**src/rtl/sf500_pkg.sv**
```systemverilog
// Shared SF500 IDE definitions: sequencer state encoding, PIO mode-0 timing defaults
// and the register-address bit that selects the control block (CS1).
package sf500_pkg;

  typedef enum logic [2:0] {
    ST_IDLE,
    ST_SETUP,
    ST_STROBE,
    ST_ACK,
    ST_RECOVER
  } ide_state_t;

  // PIO mode 0 in 70 ns C14M cycles
  localparam int unsigned T1_CYC_DEF    = 2;
  localparam int unsigned T2_CYC_DEF    = 5;
  localparam int unsigned T2I_CYC_DEF   = 2;
  localparam int unsigned IORDY_TMO_DEF = 64;

  localparam int unsigned CS1_SEL_BIT = 3;

  function automatic int unsigned max4(input int unsigned a, input int unsigned b,
                                       input int unsigned c, input int unsigned d);
    int unsigned m;
    m = a;
    if (b > m) m = b;
    if (c > m) m = c;
    if (d > m) m = d;
    return m;
  endfunction

endpackage

```
**src/rtl/ide_pio_seq_sync2.sv**
```systemverilog
// Two-flop synchroniser for asynchronous CPU/drive strobes; resets to the idle level.
module sync2 #(
  parameter logic RST_VAL = 1'b1
) (
  input  logic clk,
  input  logic rst,
  input  logic d,
  output logic q
);

  logic meta;

  always_ff @(posedge clk) begin
    if (rst) begin
      meta <= RST_VAL;
      q    <= RST_VAL;
    end else begin
      meta <= d;
      q    <= meta;
    end
  end

endmodule

```
**src/rtl/ide_pio_seq.sv**
```systemverilog
// IDE/ATA PIO register-cycle sequencer for the SF500 IDE card.
// Optional IORDY stretching with timeout flag: define SF500_IDE_IORDY_EN.
module ide_pio_seq
  import sf500_pkg::*;
#(
  parameter int unsigned T1_CYC    = T1_CYC_DEF,
  parameter int unsigned T2_CYC    = T2_CYC_DEF,
  parameter int unsigned T2I_CYC   = T2I_CYC_DEF,
  parameter int unsigned IORDY_TMO = IORDY_TMO_DEF
) (
  input  logic       C14M,
  input  logic       RESET,
  input  logic       AS_CPU_n,
  input  logic       DS_n,
  input  logic       RW_n,
  input  logic       IDE_SEL,
  input  logic [3:0] REG_A,
  input  logic       IORDY,
  output logic       IDE_CS0_n,
  output logic       IDE_CS1_n,
  output logic [2:0] IDE_DA,
  output logic       IDE_DIOR_n,
  output logic       IDE_DIOW_n,
  output logic       IDE_BUF_OE_n,
  output logic       IDE_BUF_DIR,
  output logic       IDE_DTACK_n,
  output logic       BUSY
`ifdef SF500_IDE_IORDY_EN
  ,
  output logic       TMO_FLAG
`endif
);

  localparam int unsigned CNT_MAX = max4(T1_CYC, T2_CYC, T2I_CYC, IORDY_TMO);
  localparam int unsigned CW      = (CNT_MAX > 1) ? $clog2(CNT_MAX) : 1;

  ide_state_t    state, state_nx;
  logic [CW-1:0] cnt, cnt_nx;
  logic          as_s, ds_s, req_c;
  logic          rw_q, rw_nx;
  logic          cs0_nx, cs1_nx, dior_nx, diow_nx, oe_nx, dir_nx, dtack_nx, busy_nx;
  logic [2:0]    da_nx;

  sync2 u_sync_as (.clk(C14M), .rst(RESET), .d(AS_CPU_n), .q(as_s));
  sync2 u_sync_ds (.clk(C14M), .rst(RESET), .d(DS_n),     .q(ds_s));

  assign req_c = !as_s && !ds_s && IDE_SEL;

`ifdef SF500_IDE_IORDY_EN
  localparam int unsigned SCW = $clog2(IORDY_TMO + 1);
  logic           iordy_s, timeout_c, tmo_nx;
  logic [SCW-1:0] sc, sc_nx;

  sync2 u_sync_iordy (.clk(C14M), .rst(RESET), .d(IORDY), .q(iordy_s));
`else
  logic unused_iordy;
  assign unused_iordy = IORDY;
`endif

  // State register plus registered outputs
  always_ff @(posedge C14M) begin
    if (RESET) begin
      state        <= ST_IDLE;
      cnt          <= '0;
      rw_q         <= 1'b1;
      IDE_CS0_n    <= 1'b1;
      IDE_CS1_n    <= 1'b1;
      IDE_DA       <= '0;
      IDE_DIOR_n   <= 1'b1;
      IDE_DIOW_n   <= 1'b1;
      IDE_BUF_OE_n <= 1'b1;
      IDE_BUF_DIR  <= 1'b0;
      IDE_DTACK_n  <= 1'b1;
      BUSY         <= 1'b0;
`ifdef SF500_IDE_IORDY_EN
      sc           <= '0;
      TMO_FLAG     <= 1'b0;
`endif
    end else begin
      state        <= state_nx;
      cnt          <= cnt_nx;
      rw_q         <= rw_nx;
      IDE_CS0_n    <= cs0_nx;
      IDE_CS1_n    <= cs1_nx;
      IDE_DA       <= da_nx;
      IDE_DIOR_n   <= dior_nx;
      IDE_DIOW_n   <= diow_nx;
      IDE_BUF_OE_n <= oe_nx;
      IDE_BUF_DIR  <= dir_nx;
      IDE_DTACK_n  <= dtack_nx;
      BUSY         <= busy_nx;
`ifdef SF500_IDE_IORDY_EN
      sc           <= sc_nx;
      TMO_FLAG     <= tmo_nx;
`endif
    end
  end

  // Next-state and cycle counter
  always_comb begin
    state_nx = state;
    cnt_nx   = cnt;
`ifdef SF500_IDE_IORDY_EN
    sc_nx     = '0;
    timeout_c = 1'b0;
`endif
    case (state)
      ST_IDLE: begin
        if (req_c) begin
          state_nx = ST_SETUP;
          cnt_nx   = CW'(T1_CYC - 1);
        end
      end
      ST_SETUP: begin
        if (as_s) begin
          state_nx = ST_IDLE;
        end else if (cnt == '0) begin
          state_nx = ST_STROBE;
          cnt_nx   = CW'(T2_CYC - 1);
        end else begin
          cnt_nx = cnt - CW'(1);
        end
      end
      ST_STROBE: begin
        if (cnt != '0) begin
          cnt_nx = cnt - CW'(1);
`ifdef SF500_IDE_IORDY_EN
        end else if (iordy_s) begin
          state_nx = ST_ACK;
        end else if (sc == SCW'(IORDY_TMO)) begin
          state_nx  = ST_ACK;
          timeout_c = 1'b1;
        end else begin
          sc_nx = sc + SCW'(1);
        end
`else
        end else begin
          state_nx = ST_ACK;
        end
`endif
      end
      ST_ACK: begin
        if (as_s) begin
          state_nx = ST_RECOVER;
          cnt_nx   = CW'(T2I_CYC - 1);
        end
      end
      ST_RECOVER: begin
        if (cnt == '0) begin
          // A request already pending at the end of recovery starts without an idle gap
          if (req_c) begin
            state_nx = ST_SETUP;
            cnt_nx   = CW'(T1_CYC - 1);
          end else begin
            state_nx = ST_IDLE;
          end
        end else begin
          cnt_nx = cnt - CW'(1);
        end
      end
      default: state_nx = ST_IDLE;
    endcase
  end

  // Output next values, driven by the transition being taken
  always_comb begin
    rw_nx    = rw_q;
    cs0_nx   = IDE_CS0_n;
    cs1_nx   = IDE_CS1_n;
    da_nx    = IDE_DA;
    dior_nx  = IDE_DIOR_n;
    diow_nx  = IDE_DIOW_n;
    oe_nx    = IDE_BUF_OE_n;
    dir_nx   = IDE_BUF_DIR;
    dtack_nx = IDE_DTACK_n;
    busy_nx  = (state_nx != ST_IDLE);
`ifdef SF500_IDE_IORDY_EN
    tmo_nx   = TMO_FLAG | timeout_c;
`endif
    // Address/CS hold one cycle past the strobe release, or drop at once on abort
    if (state == ST_RECOVER || (state == ST_SETUP && state_nx == ST_IDLE)) begin
      cs0_nx = 1'b1;
      cs1_nx = 1'b1;
      da_nx  = '0;
      oe_nx  = 1'b1;
      dir_nx = 1'b0;
    end
    if (state_nx == ST_SETUP && state != ST_SETUP) begin
      rw_nx  = RW_n;
      da_nx  = REG_A[2:0];
      cs0_nx = REG_A[CS1_SEL_BIT];
      cs1_nx = ~REG_A[CS1_SEL_BIT];
      dir_nx = RW_n;
      oe_nx  = 1'b0;
    end
    if (state == ST_SETUP && state_nx == ST_STROBE) begin
      dior_nx = ~rw_q;
      diow_nx = rw_q;
    end
    if (state == ST_STROBE && state_nx == ST_ACK) begin
      dtack_nx = 1'b0;
    end
    if (state == ST_ACK && state_nx == ST_RECOVER) begin
      dior_nx  = 1'b1;
      diow_nx  = 1'b1;
      dtack_nx = 1'b1;
    end
  end

endmodule
```
**config.mk**
```make
export PLATFORM = sky130hd
export DESIGN_NAME = ide_pio_seq
export DESIGN_NICKNAME = d
export VERILOG_FILES = /design/src/rtl/sf500_pkg.sv /design/src/rtl/ide_pio_seq_sync2.sv /design/src/rtl/ide_pio_seq.sv
export SDC_FILE = /design/constraint.sdc
export NUM_CORES = 1
export LEC_CHECK = 0
export ABC_CLOCK_PERIOD_IN_PS = 2790
export BUFFER_PORTS_ARGS = -buffer_cell sky130_fd_sc_hd__buf_2
export CAP_MARGIN = 20
export CORE_MARGIN = 1.5
export CORE_UTILIZATION = 30
export CTS_CLUSTER_SIZE = 30
export DETAILED_ROUTE_END_ITERATION = 8
export SKIP_CTS_REPAIR_TIMING = 1
export SLEW_MARGIN = 20
export SYNTH_ARGS = -nofsm -noshare
export SYNTH_HDL_FRONTEND = slang
export SYNTH_SLANG_ARGS = --single-unit
export TNS_END_PERCENT = 1
```
**constraint.sdc**
```tcl
create_clock -name C14M -period 2.79 [get_ports C14M]
set_clock_uncertainty 0.1 [all_clocks]
set_input_delay 0.837 -clock C14M [delete_from_list [all_inputs] [get_ports C14M]]
set_output_delay 0.837 -clock C14M [all_outputs]
set_load 0.02 [all_outputs]
```
==> results of run 1 <==
==> flip-flops by register name (all words and copies together) (netlist names) <==
register and count:
u_sync_ds.q 1, IDE_CS1_n 1, IDE_BUF_OE_n 1, IDE_DIOW_n 1
BUSY 1, cnt 6, IDE_CS0_n 1, IDE_BUF_DIR 1
u_sync_as.q 1, IDE_DIOR_n 1, IDE_DTACK_n 1, state 3
u_sync_ds.meta 1, IDE_DA 3, rw_q 1, u_sync_as.meta 1
==> worst max-delay path, cell delays in order, from the launching register on <==
cell                      delay, ps
sky130_fd_sc_hd__dfxtp_1        340
sky130_fd_sc_hd__inv_1           80
sky130_fd_sc_hd__ha_1           210
sky130_fd_sc_hd__or4b_4         530
sky130_fd_sc_hd__o21ai_2        150
sky130_fd_sc_hd__nand3_2        170
sky130_fd_sc_hd__mux2i_1        160
sky130_fd_sc_hd__or2_2          270
==> Yosys cell counts, types with 2 or more instances <==
library cell | count | area, um^2
sky130_fd_sc_hd__clkbuf_1 | 3 | 11.3
sky130_fd_sc_hd__nor2b_1 | 3 | 18.8
sky130_fd_sc_hd__inv_1 | 5 | 18.8
sky130_fd_sc_hd__mux2i_1 | 2 | 20.0
sky130_fd_sc_hd__a21oi_1 | 14 | 70.1
sky130_fd_sc_hd__dfxtp_1 | 25 | 500
sky130_fd_sc_hd__nor3_1 | 5 | 25.0
sky130_fd_sc_hd__nand3_1 | 2 | 10.0
sky130_fd_sc_hd__o311ai_0 | 2 | 17.5
sky130_fd_sc_hd__o21bai_1 | 2 | 15.0
sky130_fd_sc_hd__nand2b_1 | 8 | 50.1
sky130_fd_sc_hd__a22o_1 | 4 | 35.0
sky130_fd_sc_hd__nand2_1 | 5 | 18.8
sky130_fd_sc_hd__nor2_1 | 12 | 45.0
sky130_fd_sc_hd__or2b_1 | 2 | 15.0
sky130_fd_sc_hd__o21ai_0 | 9 | 45.0
sky130_fd_sc_hd__or2_2 | 5 | 31.3
sky130_fd_sc_hd__a31oi_1 | 3 | 18.8
sky130_fd_sc_hd__buf_2 | 3 | 15.0
sky130_fd_sc_hd__a21o_1 | 2 | 15.0
==> area by class of cell <==
cell class | count | area [um^2] | area share
inverters | 5 | 18.8 | 0.0128
flip-flops and latches | 25 | 500 | 0.341
multi-input cells | 108 | 726 | 0.494
repair buffers | 22 | 115 | 0.0784
clock buffers | 3 | 41.3 | 0.0281
clock inverters | 1 | 5.00 | 0.00341
well taps | 50 | 62.6 | 0.0426
==> kinds of logic after synthesis <==
family | Yosys count | share of synthesized area
XOR/XNOR | 1 | 0.00679
adder cells (fa/ha/maj) | 1 | 0.00970
AND/OR/NAND/NOR | 54 | 0.253
flip-flops | 25 | 0.388
multiplexers | 2 | 0.0155
AO/OA/AOI/OAI | 50 | 0.277
buffers and inverters | 13 | 0.0495
==> per-layer routing <==
layer  part of all wire  wire [um]  vias to the layer above
met2               0.44       1190                       28
met3              0.035         96                        7
li1                   -          -                      566
met1               0.50       1360                      526
met4              0.029         79                        0
met5                  0          0                        -
==> worst paths after layout <==
path / startpoint / end / cells after the start
worst max-delay path: cnt[0]$_SDFFE_PP0P_ / IDE_CS1_n$_SDFFE_PP1P_ / 7
worst min register to register: u_sync_as.meta$_SDFF_PP1_ / u_sync_as.q$_SDFF_PP1_ / 1
worst max register to register: cnt[0]$_SDFFE_PP0P_ / IDE_CS1_n$_SDFFE_PP1P_ / 7
worst min-delay path: u_sync_as.meta$_SDFF_PP1_ / u_sync_as.q$_SDFF_PP1_ / 1
==> power groups by stage <==
stage                     Combinational [mW]  Clock [mW]  Sequential, mW
after floorplan                       0.0625           0           0.378
after CTS                             0.0806       0.221           0.373
final                                 0.0812       0.212           0.373
after global routing                  0.0909       0.230           0.375
after detailed placement              0.0803           0           0.382
after global placement                0.0801           0           0.382
==> placed cells by master (no fill, tap or decap), drive strengths merged, types with 2 or more instances in the layout <==
cell    instances
or2b            2
o21ai          11
o31ai           2
a22o            4
inv             5
nand2b          8
a31oi           3
nor2b           3
dfxtp          25
nand2           5
nand3           3
mux2i           2
nor3            5
buf            22
o21bai          2
clkbuf          3
nor2           13
or2             5
nor4            2
a21oi          14
nor3b           2
a21o            3
o311ai          2
==> per-stage QoR <==
step / instances / utilization / hold slack [ps]
floorplan: 146 / - / 289
global placement: 210 / 0.351 / 292
detailed placement: 210 / 0.351 / 298
CTS: 214 / 0.362 / 320
global route: 214 / 0.362 / 338
finish: 214 / 0.362 / 316
==> reports/results.txt, run 1 <==
The worst slew slack as a fraction of its limit was 0.562. The clock period minus final worst setup slack is 2120 ps, and the largest fanout on the critical path is 7. The clock reaches the later pin of the worst-skew pair after 270 ps.

The worst vdd rail ir drop was 0.285 mV. After floorplanning, the core was divided into 23 placement rows. The sequential area share after synthesis is 0.388, and the period utilization is 0.760. The die boundary width is 68.6 um.

TritonCTS built the clock tree. Post-synthesis area per instance: 8.84 um^2. Across all register-to-register paths, the minimum setup slack is 670 ps. The tools report the total wire length after detailed routing as 2720 um. The leftover overflow at the end of global routing came out at 0. Internal power comes to 0.499 mW. Data on the critical path arrives at its endpoint at 2180 ps. The clock net in this run drives a total of 25 sinks. Summing all placed instances gives a cell area of 1420 um^2. The cell at the root of the clock tree is sky130_fd_sc_hd__clkbuf_8. The met1 track demand over resource is 0.174, and the transition at the pin with the smallest max-transition slack is 656 ps.

The DRC violations left was 0; the number of global-route vias before repair was 1,073. The largest net degree at the start of global routing is 25. The first-pass iteration count of the detailed router was 4; the portion of total power attributed to the clock network was 0.318.

The overall track demand over capacity in global routing is 0.131, and the count of yosys warnings during synthesis is 0. In the final timing run, aggregate negative setup slack is 0 ps. For the number of endpoints failing setup at the final stage, the log shows 0. The run gives 40 as the number of DRC violations after detailed-routing iteration 0. The worst hold-check path type is flip-flop to flip-flop. The global routing stage identified its most utilized layer as met2. The area of the core is 4060 um^2, and the via total after detailed routing is 1,127. The worst setup path is captured at a flip-flop.

The post-synthesis cell type count was 50. The proportion of power drawn by combinational gates was 0.122. The clock passes through at most 2 buffers. The number of antenna violations at the first check in global routing is 0, and the y dimension of the die is 68.6 um.

Compared with the post-synthesis result, the final layout area differs by 13.9%. Setup repair after global routing left no endpoint under its margin. The tools report the met3 layer usage reported by global route as 0.0195. Type of element launching the critical path: a flip-flop. Fill cells in the final layout number 413. The fraction of registers with async set or reset after synthesis came out at 0. The count of nets after finishing was 177. Fraction of layout instances using a drive strength above 1: 0.250. The power density of the placed cells was 454 nW/um^2; the max-slew violation count was 0. The run gives 0.202 as the met2 usage in global routing.

At the end of routability-driven placement, the weighted congestion stood at 0.786. During I/O placement, the number of pins put on the boundary was 22. After legalization and detailed placement, the total HPWL measured 1920 um. The first global-routing pass estimated 4690 um of wire. Port buffering added 20 buffers. The run finished with clean final reports. Power comes to 0.667 mW.

The run gives 0.560 as the relative contribution of sequential cells to total power. The switching fraction of total power came out at 0.252. The number of antenna cells inserted was 0. After routing the design area is 1470 um^2. The summed instance area of the synthesized netlist was 1290 um^2.

The number of enable-type register cells in the synthesized netlist was 0; the data required time at the worst endpoint was 2850 ps. The final number of hold-violating endpoints is 0. Effective utilization at floorplan: 0.318.

The count of antenna-violating nets left after detailed routing was 0. The kind of critical path was flip-flop to flip-flop. Derived from the worst setup path, the maximum achievable clock frequency is 471 MHz.

In this run the static leakage power is 0.526 nW. The pre-CTS worst setup slack was 635 ps; the number of max-cap violations was 0. Deepest level of the CTS H-tree: 1. Counting every net in the synthesized netlist gives 158. Leading register cell type out of synthesis: sky130_fd_sc_hd__dfxtp_1. Synthesis inferred 25 register bits. The area enclosed by the die boundary is 4700 um^2, and the number of CTS-inserted buffers is 3. Dividing the detail-routed wire length by the instance count gives 12.7 um.

In this run the power spent charging and discharging nets is 0.168 mW. The average via count per standard cell came out at 5.27. The logs give 668 ps for the post-layout worst setup margin and 146 for the gate count after technology mapping.

Clock-pin slew was measured on the worst setup and hold paths at 90 ps.
Power figures use the tool's default switching activity.
==> run 2, diff against run 1 <==
--- a/config.mk
+++ b/config.mk
@@ -5,7 +5,8 @@
 export SDC_FILE = /design/constraint.sdc
 export NUM_CORES = 1
 export LEC_CHECK = 0
-export ABC_CLOCK_PERIOD_IN_PS = 2790
+export ABC_AREA = 1
+export ABC_CLOCK_PERIOD_IN_PS = 2000
 export BUFFER_PORTS_ARGS = -buffer_cell sky130_fd_sc_hd__buf_2
 export CAP_MARGIN = 20
 export CORE_MARGIN = 1.5
==> constraint.sdc (replaced) <==
create_clock -name C14M -period 2 [get_ports C14M]
set_clock_uncertainty 0.1 [all_clocks]
set_input_delay 0.6 -clock C14M [delete_from_list [all_inputs] [get_ports C14M]]
set_output_delay 0.6 -clock C14M [all_outputs]
set_load 0.02 [all_outputs]
==> reports/results.txt, run 2 <==
The post-synthesis cell type count came out at 29 (was 50). The kind of critical path was flip-flop to flip-flop (unchanged). The fraction of layout instances using a drive strength above 1 is 0.330 (was 0.250), and the fraction of registers with async set or reset after synthesis is 0 (unchanged). The run gives 0 (unchanged) as the DRC violations left. The power density of the placed cells is 564 nW/um^2 (was 454 nW/um^2).

For the deepest level of the CTS H-tree, the log shows 1 (unchanged). The clock period minus final worst setup slack works out to 1700 ps (was 2120 ps). The worst endpoint data arrival time was 1750 ps (was 2180 ps); the gate count after technology mapping was 166 (was 146). For the number of DRC violations after detailed-routing iteration 0, the log shows 16 (was 40). The worst slew slack as a fraction of its limit is 0.750 (was 0.562), and the post-route setup TNS is 0 ps (unchanged).

The max-slew violation count is 0 (unchanged). The buffers plus inverters on the worst setup path was 2 (was 1). The CTS sink count is 25 (unchanged), and the largest fanout on the critical path is 3 (was 7). The flow ran to the end, and the final reports show no timing, DRC or antenna violations.

Post-synth top cells: sky130_fd_sc_hd__nand2_1 (42), sky130_fd_sc_hd__dfxtp_1 (25), sky130_fd_sc_hd__inv_1 (16), sky130_fd_sc_hd__nor2_1 (14), sky130_fd_sc_hd__nand3_1 (8) (was sky130_fd_sc_hd__dfxtp_1 (25), sky130_fd_sc_hd__a21oi_1 (14), sky130_fd_sc_hd__nor2_1 (12), sky130_fd_sc_hd__o21ai_0 (9), sky130_fd_sc_hd__nand2b_1 (8)). The number of endpoints failing setup at the final stage was 0 (unchanged). The tools report the hold path startpoint as u_sync_as.meta$_SDFF_PP1_ (unchanged). The area enclosed by the die boundary was 4720 um^2 (was 4700 um^2). The register bank with the most flops was cnt (unchanged).

The start point of the critical path was cnt[0]$_SDFFE_PP0P_ (unchanged). The estimated wirelength of the detail-placed design is 1910 um (was 1920 um), and the effective utilization at floorplan is 0.317 (was 0.318). Most used cells in the layout excluding fill and tap cells: sky130_fd_sc_hd__nand2_1 (42), sky130_fd_sc_hd__dfxtp_1 (25), sky130_fd_sc_hd__buf_2 (20) (was sky130_fd_sc_hd__dfxtp_1 (25), sky130_fd_sc_hd__buf_2 (20), sky130_fd_sc_hd__a21oi_1 (14)). The most common cell in the netlist is sky130_fd_sc_hd__nand2_1 (was sky130_fd_sc_hd__dfxtp_1). The leading register cell type out of synthesis is sky130_fd_sc_hd__dfxtp_1 (unchanged).

The clock-pin slew reported for the worst setup and hold paths after clock tree synthesis works out to 90 ps (about the same). The logs give 4090 um^2 (was 4060 um^2) for the area of the core and 0 (unchanged) for the final number of hold-violating endpoints. The count of yosys warnings during synthesis is 0 (unchanged). For the summed instance area of the synthesized netlist, the log shows 1300 um^2 (was 1290 um^2). The leakage power of the design is 0.666 nW (was 0.526 nW), and the average via count per standard cell is 4.48 (was 5.27). The number of antenna cells inserted is 0 (unchanged). The count of boundary I/O pins is 22 (unchanged), and the routed length per instance is 10.5 um (was 12.7 um). The tools report the fmax as 589 MHz (was 471 MHz).

Count of antenna-violating nets left after detailed routing: 0 (unchanged). For the worst vdd rail ir drop, the log shows 0.359 mV (was 0.285 mV). The core utilization of the finished layout was 0.364 (was 0.362).

The area share of the leading cell type in the synthesized netlist was 0.386 (was 0.388); the first-pass iteration count of the detailed router was 4 (unchanged). The number of nets in the synthesized netlist came out at 178 (was 158). The synthesis-to-layout area growth works out to 14.8% (was 13.9%).

The run gives 18 (was 25) as the largest net degree at the start of global routing. Critical-path cell list: inv_1 -> ha_1 -> nand2_1 -> nor2_1 -> nand2_1 -> nand3_1 -> nand2_1 -> inv_1 -> nor2_1 -> nor2_1 -> nor2_1 (was inv_1 -> ha_1 -> or4b_4 -> o21ai_2 -> nand3_2 -> mux2i_1 -> or2_2). Setup repair after global routing left no endpoint under its margin. The number of placement rows came out at 23 (unchanged).

Type of destination of the critical path: a flip-flop (unchanged). The largest incremental delay on the critical path came out at 340 ps (was 530 ps). The first-pass GRT wire length was 4450 um (was 4690 um); the overall track demand over capacity in global routing was 0.125 (was 0.131). Type of element launching the critical path: a flip-flop (unchanged). The gate family responsible for the most delay along the worst path is simple AND/OR/NAND/NOR gates (unchanged).

The quantity of I/O buffers inserted on ports is 20 (unchanged), and the leftover overflow at the end of global routing is 0 (unchanged). The latest clock arrival within the worst-skew pair was 270 ps (about the same); the total wire length after detailed routing was 2490 um (was 2720 um). Number of CTS-inserted buffers: 3 (unchanged). The via total after detailed routing is 1,066 (was 1,127). Biggest regs: cnt x6, IDE_DA x3, state x3 (unchanged). Synth top area cells: sky130_fd_sc_hd__dfxtp_1 (39%), sky130_fd_sc_hd__nand2_1 (12%), sky130_fd_sc_hd__inv_1 (4.6%) (was sky130_fd_sc_hd__dfxtp_1 (39%), sky130_fd_sc_hd__a21oi_1 (5.4%), sky130_fd_sc_hd__nand2b_1 (3.9%)). Cell at the root of the clock tree: sky130_fd_sc_hd__clkbuf_8 (unchanged). Library cell with the largest summed area after synthesis: sky130_fd_sc_hd__dfxtp_1 (unchanged). The cell occurring most often along the worst timing path is sky130_fd_sc_hd__nor2_1. The final weighted congestion in routability-driven placement came out at 0.827 (was 0.786).

The count of state elements after synthesis is 25 (unchanged). The tools report the reg-to-reg startpoint as cnt[0]$_SDFFE_PP0P_ (unchanged). The y dimension of the die came out at 68.7 um (was 68.6 um).

The clock tree buffer depth was 2 (unchanged). The run gives 1,056 (was 1,073) as the number of global-route vias before repair. The data required time at the worst endpoint is 2060 ps (was 2850 ps). The post-synthesis area per instance is 7.81 um^2 (was 8.84 um^2), and the transition at the pin with the smallest max-transition slack is 375 ps (was 656 ps). The fill cell instance count of the final layout was 448 (was 413). The sequential area share after synthesis came out at 0.386 (was 0.388). The run gives 0 (unchanged) as the number of max-cap violations. The worst hold-check path type is flip-flop to flip-flop (unchanged). The flip-flop count of the largest register after layout is 6 (unchanged). Critical path's slowest cell: sky130_fd_sc_hd__dfxtp_1 (was sky130_fd_sc_hd__or4b_4). The number of enable-type register cells in the synthesized netlist is 0 (unchanged). The count of nets after finishing is 201 (was 177). Most common cell after layout, fill and taps aside: sky130_fd_sc_hd__nand2_1 (was sky130_fd_sc_hd__dfxtp_1). The period utilization works out to 0.849 (was 0.760). Die boundary width: 68.7 um (was 68.6 um). For the number of antenna violations at the first check in global routing, the log shows 0 (unchanged). TritonCTS built the clock tree.
[run 2: cell count changes after synthesis, moves of 5 or more]
| cell | delta |
|---|---|
| sky130_fd_sc_hd__nand2_1 | +37 |
| sky130_fd_sc_hd__nand3_1 | +6 |
| sky130_fd_sc_hd__nand2b_1 | -7 |
| sky130_fd_sc_hd__inv_1 | +11 |
| sky130_fd_sc_hd__inv_2 | +7 |
| sky130_fd_sc_hd__nor2_4 | +5 |
| sky130_fd_sc_hd__a21oi_1 | -7 |
| sky130_fd_sc_hd__nor3_1 | -5 |
[run 2: logic make-up after synthesis]
logic type | Yosys count | share of synthesized area
XOR/XNOR | 2 | 0.0135
AO/OA/AOI/OAI | 20 | 0.102
adder cells (fa/ha/maj) | 1 | 0.00965
AND/OR/NAND/NOR | 93 | 0.409
buffers and inverters | 25 | 0.0792
flip-flops | 25 | 0.386
[run 2: report_power, final]
part | total (mW) | switching (mW) | internal (mW)
combinational | 0.0343 | 0.0208 | 0.0135
sequential | 0.505 | 0.00243 | 0.502
clock | 0.299 | 0.157 | 0.142
total | 0.838 | 0.180 | 0.658
[run 2: metal layers]
layer	vias to the layer above	track usage	part of all wire	wire (um)
li1	565	-	-	-
met1	476	0.161	0.49	1220
met2	21	0.208	0.46	1140
met3	4	0.0227	0.035	88
met4	0	0.0466	0.014	34
met5	-	0	0	0
[run 2: path summary, 6_finish.rpt]
path / depth (start not counted) / slack, ps / end
max: 11 / 300 / cnt[0]$_SDFFE_PP0P_
min: 1 / 320 / u_sync_as.q$_SDFF_PP1_
max reg2reg: 11 / 300 / cnt[0]$_SDFFE_PP0P_
min reg2reg: 1 / 320 / u_sync_as.q$_SDFF_PP1_
[run 2: metrics by stage]
| stage | cell area [um^2] | cells | hold slack, ps | setup WS [ps] | total power [mW] |
|---|---|---|---|---|---|
| final | 1490 | 238 | 317 | 301 | 0.838 |
| after global routing | 1490 | 238 | 333 | 93.1 | 0.876 |
| after CTS | 1490 | 238 | 319 | 292 | 0.851 |
| after detailed placement | 1440 | 234 | 298 | 315 | 0.551 |
| after global placement | 1440 | 234 | 291 | 296 | 0.551 |
| after floorplan | 1300 | 166 | 289 | 537 | 0.539 |
[run 2: cell type report]
| type | instances | area (um^2) | share of cell area |
|---|---|---|---|
| multi-input combinational | 116 | 693 | 0.466 |
| sequential | 25 | 500 | 0.336 |
| timing repair buffer | 20 | 100 | 0.0673 |
| inverter | 23 | 86.3 | 0.0580 |
| tap | 50 | 62.6 | 0.0421 |
| clock buffer | 4 | 45.0 | 0.0303 |
==> run 3, diff against run 2 <==
--- a/config.mk
+++ b/config.mk
@@ -5,8 +5,8 @@
 export SDC_FILE = /design/constraint.sdc
 export NUM_CORES = 1
 export LEC_CHECK = 0
-export ABC_AREA = 1
-export ABC_CLOCK_PERIOD_IN_PS = 2000
+export ABC_AREA = 0
+export ABC_CLOCK_PERIOD_IN_PS = 1600
 export BUFFER_PORTS_ARGS = -buffer_cell sky130_fd_sc_hd__buf_2
 export CAP_MARGIN = 20
 export CORE_MARGIN = 1.5
==> constraint.sdc (replaced) <==
create_clock -name C14M -period 1.6 [get_ports C14M]
set_clock_uncertainty 0.1 [all_clocks]
set_input_delay 0.48 -clock C14M [delete_from_list [all_inputs] [get_ports C14M]]
set_output_delay 0.48 -clock C14M [all_outputs]
set_load 0.02 [all_outputs]
==> reports/results.txt, run 3 (synthesized netlist as in run 1, its figures left out) <==
The run finished, with violations left. The checks that failed: setup timing. The estimated wirelength of the detail-placed design was 2450 um (was 1910 um). Via total after detailed routing: 1,257 (was 1,066). The critical path's slowest cell is sky130_fd_sc_hd__or4b_4 (was sky130_fd_sc_hd__dfxtp_1).

For the worst endpoint data arrival time, the log shows 1990 ps (was 1750 ps). The run gives 1 (unchanged) as the deepest level of the CTS H-tree. The routed length per instance is 13.0 um (was 10.5 um), and the buffers plus inverters on the worst setup path is 1 (was 2).

Critical-path cell list: inv_2 -> ha_4 -> or4b_4 -> o21ai_4 -> nand3_4 -> mux2i_1 -> or2_4 (was inv_1 -> ha_1 -> nand2_1 -> nor2_1 -> nand2_1 -> nand3_1 -> nand2_1 -> inv_1 -> nor2_1 -> nor2_1 -> nor2_1). The type of element launching the critical path is a flip-flop (unchanged). For the post-route setup TNS, the log shows -4030 ps (was 0 ps). The flip-flop count of the largest register after layout works out to 6 (unchanged). The final weighted congestion in routability-driven placement was 0.821 (was 0.827); the number of DRC violations after detailed-routing iteration 0 was 28 (was 16). The depth of the worst register-to-register path was 7 (was 11). The overall track demand over capacity in global routing is 0.151 (was 0.125), and the final number of hold-violating endpoints is 0 (unchanged). Worst hold-check path type: primary input to flip-flop (was flip-flop to flip-flop).

The latest clock arrival within the worst-skew pair came out at 260 ps (was 270 ps). The fmax was 517 MHz (was 589 MHz). The register bank with the most flops was cnt (unchanged). The reg-to-reg startpoint is cnt[0]$_SDFFE_PP0P_ (unchanged).

The kind of critical path was flip-flop to flip-flop (unchanged). Most used cells in the layout excluding fill and tap cells: sky130_fd_sc_hd__buf_4 (33), sky130_fd_sc_hd__dfxtp_1 (23), sky130_fd_sc_hd__buf_2 (20) (was sky130_fd_sc_hd__nand2_1 (42), sky130_fd_sc_hd__dfxtp_1 (25), sky130_fd_sc_hd__buf_2 (20)). The tools report the clock tree buffer depth as 2 (unchanged).

The fraction of layout instances using a drive strength above 1 came out at 0.410 (was 0.330). The logs give 208 (was 201) for the count of nets after finishing and 1770 um^2 (was 1490 um^2) for the post-layout instance area. The slack of the worst reg-to-reg path is -330 ps (was 300 ps).

The logs give 22 (unchanged) for the count of boundary I/O pins and -334 ps (was 301 ps) for the post-layout worst setup margin. The fill cell instance count of the final layout is 406 (was 448). Area after detailed placement: 1670 um^2 (was 1440 um^2). The number of placement rows is 23 (unchanged), and the clock period minus final worst setup slack is 1930 ps (was 1700 ps). The non-filler instance count after layout is 245 (was 238). The area enclosed by the die boundary was 4700 um^2 (was 4720 um^2); the synthesis-to-layout area growth was 37.0% (was 14.8%).

The tools report the worst hold slack after final layout as 295 ps (was 317 ps). The transition at the pin with the smallest max-transition slack is 474 ps (was 375 ps). The average via count per standard cell was 5.13 (was 4.48); the largest fanout on the critical path was 6 (was 3).

The run gives 4060 um^2 (was 4090 um^2) as the area of the core. The run gives 5480 um (was 4450 um) as the first-pass GRT wire length. Power density of the placed cells: 693 nW/um^2 (was 564 nW/um^2). The worst slew slack as a fraction of its limit is 0.680 (was 0.750). The number of placed instances with taps included was 240 (was 234); the number of antenna violations at the first check in global routing was 0 (unchanged). The pre-CTS worst setup slack was -339 ps (was 315 ps); the quantity of I/O buffers inserted on ports was 20 (unchanged). The largest incremental delay on the critical path is 530 ps (was 340 ps). Leftover overflow at the end of global routing: 0 (unchanged). Total power draw: 1.23 mW (was 0.838 mW). The die boundary width is 68.6 um (was 68.7 um), and the period utilization is 1.21 (was 0.849).

Most common cell after layout, fill and taps aside: sky130_fd_sc_hd__buf_4 (was sky130_fd_sc_hd__nand2_1). Type of destination of the critical path: a flip-flop (unchanged). The count of antenna-violating nets left after detailed routing was 0 (unchanged); the number of max-cap violations was 0 (unchanged).

The effective utilization at floorplan is 0.318 (was 0.317), and the worst vdd rail ir drop is 0.504 mV (was 0.359 mV). For the number of antenna cells inserted, the log shows 0 (unchanged). Hold path startpoint: DS_n (was u_sync_as.meta$_SDFF_PP1_). The first-pass iteration count of the detailed router was 4 (unchanged). For the number of CTS-inserted buffers, the log shows 3 (unchanged).

The run gives 19 (was 0) as the number of endpoints failing setup at the final stage. The DRC violations left was 0 (unchanged). The y dimension of the die came out at 68.6 um (was 68.7 um).

The number of global-route vias before repair was 1,259 (was 1,056); the max-slew violation count was 0 (unchanged). The tools report the data required time at the worst endpoint as 1660 ps (was 2060 ps). Biggest regs: cnt x6, IDE_DA x3, state x3 (unchanged). The end point of the most critical hold path is u_sync_ds.meta$_SDFF_PP1_ (was u_sync_as.q$_SDFF_PP1_). Setup repair after global routing could not meet its margin everywhere. For the total wire length after detailed routing, the log shows 3200 um (was 2490 um). The CTS sink count was 25 (unchanged); the clock-pin slew reported for the worst setup and hold paths after clock tree synthesis was 80 ps (was 90 ps). End of the worst register-to-register path: IDE_CS1_n$_SDFFE_PP1P_ (was cnt[0]$_SDFFE_PP0P_). The cell count of the worst hold path came out at 2 (was 1). The tools report the cell at the root of the clock tree as sky130_fd_sc_hd__clkbuf_8 (unchanged). TritonCTS built the clock tree. The run gives 0.697 nW (was 0.666 nW) as the leakage power of the design. The largest net degree at the start of global routing was 24 (was 18). The core utilization of the finished layout is 0.435 (was 0.364). The gate family responsible for the most delay along the worst path is simple AND/OR/NAND/NOR gates (unchanged).
## run 3: how the worst max path moves through the flow
stage / endpoint / startpoint / cells past startpoint
final: IDE_CS1_n$_SDFFE_PP1P_ / cnt[0]$_SDFFE_PP0P_ / 7
after global routing: IDE_CS1_n$_SDFFE_PP1P_ / cnt[0]$_SDFFE_PP0P_ / 7
after CTS: IDE_CS1_n$_SDFFE_PP1P_ / cnt[1]$_SDFFE_PP0P_ / 7
after detailed placement: IDE_CS1_n$_SDFFE_PP1P_ / cnt[1]$_SDFFE_PP0P_ / 7
after global placement: IDE_CS1_n$_SDFFE_PP1P_ / cnt[1]$_SDFFE_PP0P_ / 7
after floorplan: IDE_CS1_n$_SDFFE_PP1P_ / cnt[0]$_SDFFE_PP0P_ / 7
## run 3: layout make-up
cell class	instances	area, um^2	share of cell area
Sequential cell	25	503	0.285
Tap cell	50	62.6	0.0354
Clock buffer	4	45.0	0.0255
Inverter	5	18.8	0.0106
Timing Repair Buffer	53	348	0.197
Multi-Input combinational cell	108	790	0.447
## run 3: power by group
| group | total, mW | switching, mW | internal, mW |
|---|---|---|---|
| Combinational | 0.216 | 0.110 | 0.105 |
| Sequential | 0.647 | 0.0105 | 0.636 |
| Clock | 0.363 | 0.185 | 0.177 |
| Total | 1.23 | 0.306 | 0.919 |
## run 3: layer usage
metal / wire length (um) / vias up / GRT usage
met4: 19 / 0 / 0.0300
met1: 1440 / 601 / 0.188
li1: - / 630 / -
met5: 0 / - / 0
met3: 113 / 2 / 0.0227
met2: 1630 / 24 / 0.275
